===== src/rtl/ram_resp_pkg.sv =====
// Shared types and elaboration helpers for the RAM fill responder.
package ram_resp_pkg;

    typedef enum logic [1:0] {
        IDLE   = 2'd0,
        PTR    = 2'd1,
        ACCESS = 2'd2,
        DONE   = 2'd3
    } respState;

    // Smallest legal access latency; zero would leave no cycle to drive the port.
    localparam int unsigned minLatency = 1;

    function automatic bit latencyValid(input int unsigned lat);
        return lat >= minLatency;
    endfunction

    // Counter width needed to hold values 0..lat.
    function automatic int cntWidth(input int unsigned lat);
        return (lat == 0) ? 1 : $clog2(lat + 1);
    endfunction

endpackage


===== src/rtl/ram_fill_responder_ram_array.sv =====
// Single-port storage: synchronous write, combinational read on the shared address.
module ram_array #(
    parameter int unsigned ramWidth = 8,
    parameter int unsigned addrSize = 8
) (
    input  logic                clk,
    input  logic                we,
    input  logic [addrSize-1:0] addr,
    input  logic [ramWidth-1:0] din,
    output logic [ramWidth-1:0] readDataC
);

    localparam int unsigned depth = 2 ** addrSize;

    logic [ramWidth-1:0] mem [depth];

    always_ff @(posedge clk) begin
        if (we) begin
            mem[addr] <= din;
        end
    end

    assign readDataC = mem[addr];

endmodule


===== src/rtl/ram_fill_responder.sv =====
// Memory-side responder for line fills and write-backs, with optional pointer indirection.
module ram_fill_responder
    import ram_resp_pkg::*;
#(
    parameter int unsigned ramWidth      = 8,
    parameter int unsigned addrSize      = 8,
    parameter int unsigned accessLatency = 2
) (
    input  logic                clk,
    input  logic                clr,
    input  logic                reqValid,
    input  logic                reqWrite,
    input  logic                isIndirect,
    input  logic [addrSize-1:0] reqAddr,
    input  logic [ramWidth-1:0] dataIn,
    output logic                busy,
    output logic                dataReady,
    output logic [ramWidth-1:0] dataOut
);

    if (!latencyValid(accessLatency)) begin : gBadLatency
        $error("ram_fill_responder: accessLatency must be at least 1");
    end

    localparam int unsigned cntW = cntWidth(accessLatency);
    localparam logic [cntW-1:0] cntLoad = cntW'(accessLatency - 1);

    respState            state;
    logic [cntW-1:0]     cnt;
    logic [addrSize-1:0] capAddr;
    logic [addrSize-1:0] effAddr;
    logic [ramWidth-1:0] capData;
    logic                capWrite;

    logic [addrSize-1:0] ramAddr;
    logic [ramWidth-1:0] ramData;
    logic [addrSize-1:0] ptrAddr;
    logic                ramWe;

    // PTR reads the pointer cell; ACCESS reads or writes the effective address.
    assign ramAddr = (state == PTR) ? capAddr : effAddr;
    assign ptrAddr = addrSize'(ramData);
    assign ramWe   = (state == ACCESS) && (cnt == '0) && capWrite;

    ram_array #(
        .ramWidth(ramWidth),
        .addrSize(addrSize)
    ) uArray (
        .clk      (clk),
        .we       (ramWe),
        .addr     (ramAddr),
        .din      (capData),
        .readDataC(ramData)
    );

    always_ff @(posedge clk or posedge clr) begin
        if (clr) begin
            state     <= IDLE;
            cnt       <= '0;
            capAddr   <= '0;
            effAddr   <= '0;
            capData   <= '0;
            capWrite  <= 1'b0;
            busy      <= 1'b0;
            dataReady <= 1'b0;
            dataOut   <= '0;
        end else begin
            dataReady <= 1'b0;
            case (state)
                IDLE: begin
                    busy <= 1'b0;
                    if (reqValid) begin
                        capAddr  <= reqAddr;
                        effAddr  <= reqAddr;
                        capData  <= dataIn;
                        capWrite <= reqWrite;
                        cnt      <= cntLoad;
                        busy     <= 1'b1;
                        state    <= isIndirect ? PTR : ACCESS;
                    end
                end
                PTR: begin
                    if (cnt == '0) begin
                        effAddr <= ptrAddr;
                        cnt     <= cntLoad;
                        state   <= ACCESS;
                    end else begin
                        cnt <= cnt - cntW'(1);
                    end
                end
                ACCESS: begin
                    if (cnt == '0) begin
                        if (!capWrite) begin
                            dataOut <= ramData;
                        end
                        dataReady <= 1'b1;
                        state     <= DONE;
                    end else begin
                        cnt <= cnt - cntW'(1);
                    end
                end
                DONE: begin
                    busy  <= 1'b0;
                    state <= IDLE;
                end
                default: state <= IDLE;
            endcase
        end
    end

endmodule


===== config.mk =====
export PLATFORM = sky130hd
export DESIGN_NAME = ram_fill_responder
export DESIGN_NICKNAME = d
export VERILOG_FILES = /design/src/rtl/ram_resp_pkg.sv /design/src/rtl/ram_fill_responder_ram_array.sv /design/src/rtl/ram_fill_responder.sv
export SDC_FILE = /design/constraint.sdc
export NUM_CORES = 2
export LEC_CHECK = 0
export CORE_UTILIZATION = 60
export DETAILED_ROUTE_END_ITERATION = 7
export DONT_BUFFER_PORTS = 1
export GPL_TIMING_DRIVEN = 1
export HOLD_SLACK_MARGIN = 0.03
export PLACE_DENSITY = 0.76
export SYNTH_ARGS = -nofsm -noshare
export SYNTH_HDL_FRONTEND = slang
export SYNTH_HIERARCHICAL = 1
export SYNTH_SLANG_ARGS = --single-unit

===== constraint.sdc =====
create_clock -name clk -period 11.3 [get_ports clk]
set_input_delay 3.39 -clock clk [delete_from_list [all_inputs] [get_ports clk]]
set_output_delay 3.39 -clock clk [all_outputs]
set_load 0.01 [all_outputs]

==> summary.md <==
| Metric | Value |
|---|---|
| Max Fanout on Critical Path | `78` |
| Status | `complete, no violations` |
| Clock slew at reported path FFs | `around 0.060 ns` |
| Final Worst Setup Slack | `4.77 ns` |
| Net Count, Synth | `3703` |
| Leak Pwr | `27.0 nW` |
| Synthesized area per cell | `21.8 um^2` |
| Worst-Margin Slew | `1.25 ns` |
| Vias in the first global route | `39174` |
| Resized cells post-CTS | `0` |
| GP Congestion | `0.833` |
| Most common cell after layout, fill and taps aside | `edfxtp_1` |
| CP startpoint kind | `register` |
| Clock buffer count from CTS | `a little under 200` |
| # rows | `133` |
| Pre-CTS setup slack | `4.81 ns` |
| IR Drop Worst-Case VDD | `0.289 mV` |
| Most frequent cells in the layout | `edfxtp_1, mux4_2, a22oi_1` |
| Worst Skew | `0.0283 ns` |
| Fin area | `between 0.08 and 0.09 mm^2` |
| Setup TNS | `0 ns` |
| Starting DRT DRC Count | `roughly 5400` |
| PortBufs | `0` |
| Crit Path Category | `reg2reg` |
| Final setup violating endpoints | `0` |
| Die X | `approximately 370 um` |
| Crit-path cells | `inv_1 > ha_1 > buf_4 > mux2_8 > buf_4 > buf_4 > mux4_2 > a22oi_1 > a21oi_1 > o41ai_1 > nand4_1 > mux2_2 > mux2_2` |
| Pwr Total | `25.0 mW` |
| Largest net degree at the start of global routing | `134` |
| First-pass GRT wire length | `270 mm` |
| Initial antenna violation count | `16` |
| Min Tclk post-route | `6.53 ns` |
| Crit path max-delay family | `multiplexers` |
| Placeable Area | `0.132 mm^2` |
| Vias per cell | `6.89` |
| Postcts setup bufs | `0` |
| Slowest stage cell, crit path | `o41ai_1` |
| Max-slew violations | `0` |
| Root buf cell | `clkbuf_16` |
| WP data required | `12.01 ns` |
| RSZ-0062 raised after global routing | `no` |
| Bufs and invs on worst path | `4` |
| F_max | `around 150 MHz` |
| Library cells used by synthesis | `35` |
| Clock latency on the worst-skew pair | `0.83 ns` |
| Largest stage delay, worst path | `0.96 ns` |
| Worst-case clock buffer depth | `3` |
| Crit end category | `register` |
| Reg2Reg Setup Slack | `4.77 ns` |
| Cell area after synthesis | `0.0802 mm^2` |
| Number of hold violations in the final report | `0` |
| Starting Density | `60.7%` |
| Number of max-cap violations | `0` |
| Die Area | `0.135 mm^2` |
| Min Hold Slack | `slightly above 0.5 ns` |
| Layout Nets | `3769` |
| P per Cell Area | `roughly 280 mW/mm^2` |
| Initial DRT Pass Iterations | `6` |
| Hold crit path type | `reg2reg` |
| Number of I/O pins | `31` |
| Synth-to-Final Area Change | `10.3%` |
| Layout cells sized above 1 | `24.8%` |
| Total clock sinks | `2087` |
| Routed WL | `186 mm` |
| Placed inst area | `approximately 0.082 mm^2` |
| GRT Util Overall | `~28%` |
| Arr. time, crit path | `7.24 ns` |
| Ys Warns | `6` |
| GR Overflow Total | `0` |
| Seq/Total Area, Yosys | `77.9%` |
| Via count | `39058` |
| WL/cell | `32.9 um` |
| Post-synthesis register bit count | `2087` |
| CTS tree | `built` |
| Post-DRT Antenna Nets | `0` |
| Most frequent CP cell | `buf_4` |
| CTS H-tree depth | `4` |
| Drc violations | `0` |
| Hold buffer count at cts | `0` |
| Post-Synthesis Cells | `3673` |
| Die Y | `368 um` |
| Slew headroom | `15.7%` |
| DP HPWL | `105 mm` |
| Final Cycle Share | `57.8%` |
-- final timing paths --
path | start | end | cells after the start
max | state[1] | effAddr[5] | 13
min | effAddr[3] | effAddr[3] | 1
max reg2reg | state[1] | effAddr[5] | 13
min reg2reg | effAddr[3] | effAddr[3] | 1
max in group asynchronous | clr | capData[2] | 2
min in group asynchronous | clr | dataOut[5] | 2
-- cell usage after synthesis, drive strengths merged --
master | n | area [um^2]
buf | 90 | 573
nor3 | 31 | 155
edfxtp | 2048 | 61500
or3 | 1 | 6.26
or2 | 2 | 12.5
nor2 | 234 | 886
inv | 7 | 26.3
mux4 | 512 | 11500
o211a | 1 | 10.0
and3 | 1 | 6.26
clkbuf | 145 | 544
dfrtp | 39 | 976
nand2b | 8 | 50.1
a21oi | 130 | 651
nand2 | 32 | 123
ha | 9 | 113
nand3 | 13 | 65.1
nand4 | 8 | 50.1
and2 | 4 | 25.0
mux2 | 51 | 574
a22oi | 256 | 1920
or4 | 1 | 7.51
o41ai | 32 | 280
nand3b | 1 | 7.51
nor2b | 10 | 65.1
o2111ai | 1 | 8.76
o21ai | 2 | 10.0
mux2i | 4 | 40.0
-- worst register-to-register path, cell delays in order, from the launching register on --
cell     delay, ns
dfrtp_1       0.44
inv_1         0.14
ha_1          0.16
buf_4         0.32
mux2_8        0.82
buf_4         0.77
buf_4         0.86
mux4_2        0.63
a22oi_1       0.33
a21oi_1       0.20
o41ai_1       0.96
nand4_1       0.22
mux2_2        0.33
mux2_2        0.26
-- layout make-up --
| type | count | area [um^2] |
|---|---|---|
| timing repair buffer | 103 | 808 |
| inverter | 7 | 26.3 |
| antenna | 9 | 22.5 |
| clock inverter | 114 | 986 |
| clock buffer | 251 | 5250 |
| sequential | 2087 | 62500 |
| fill | 8058 | 43600 |
| tap | 1755 | 2200 |
| multi-input combinational | 1344 | 16700 |
-- power by group --
part / leakage (nW) / switching (mW) / internal, mW / total (mW)
clock network: 3.06 / 2.78 / 3.62 / 6.40
registers: 18.9 / 0.433 / 9.77 / 10.2
logic: 5.00 / 5.19 / 3.16 / 8.35
-- metal layers --
layer	vias to the layer above	global-route usage, %	share of wire (%)
met5	-	0	0.077
met4	22	9.96	3.6
met3	383	6.76	11
met2	2391	43.3	48
met1	20596	39.5	37
li1	15666	-	-
-- metrics by stage --
stage / utilization [%] / std cells
global placement: 62.2 / 5293
detailed placement: 62.3 / 5296
floorplan: - / 3673
CTS: 67.0 / 5661
finish: 67.0 / 5670
global route: 67.0 / 5663
-- state kept, by name, summed over array words and instances (netlist names), 2 cells and up --
signal,cells
capAddr,8
capData,8
cnt,2
dataOut,8
effAddr,8
state,2
uArray/mem,2048
-- cell families after synthesis --
kind of cell / after synthesis / synth area share (%)
flip-flops: 2087 / 77.9
adder cells (fa/ha/maj): 9 / 0.140
multiplexers: 567 / 15.1
AND/OR/NAND/NOR: 346 / 1.82
buffers and inverters: 242 / 1.43
AO/OA/AOI/OAI: 422 / 3.59
Note: power is estimated with default switching activity, not from simulation.
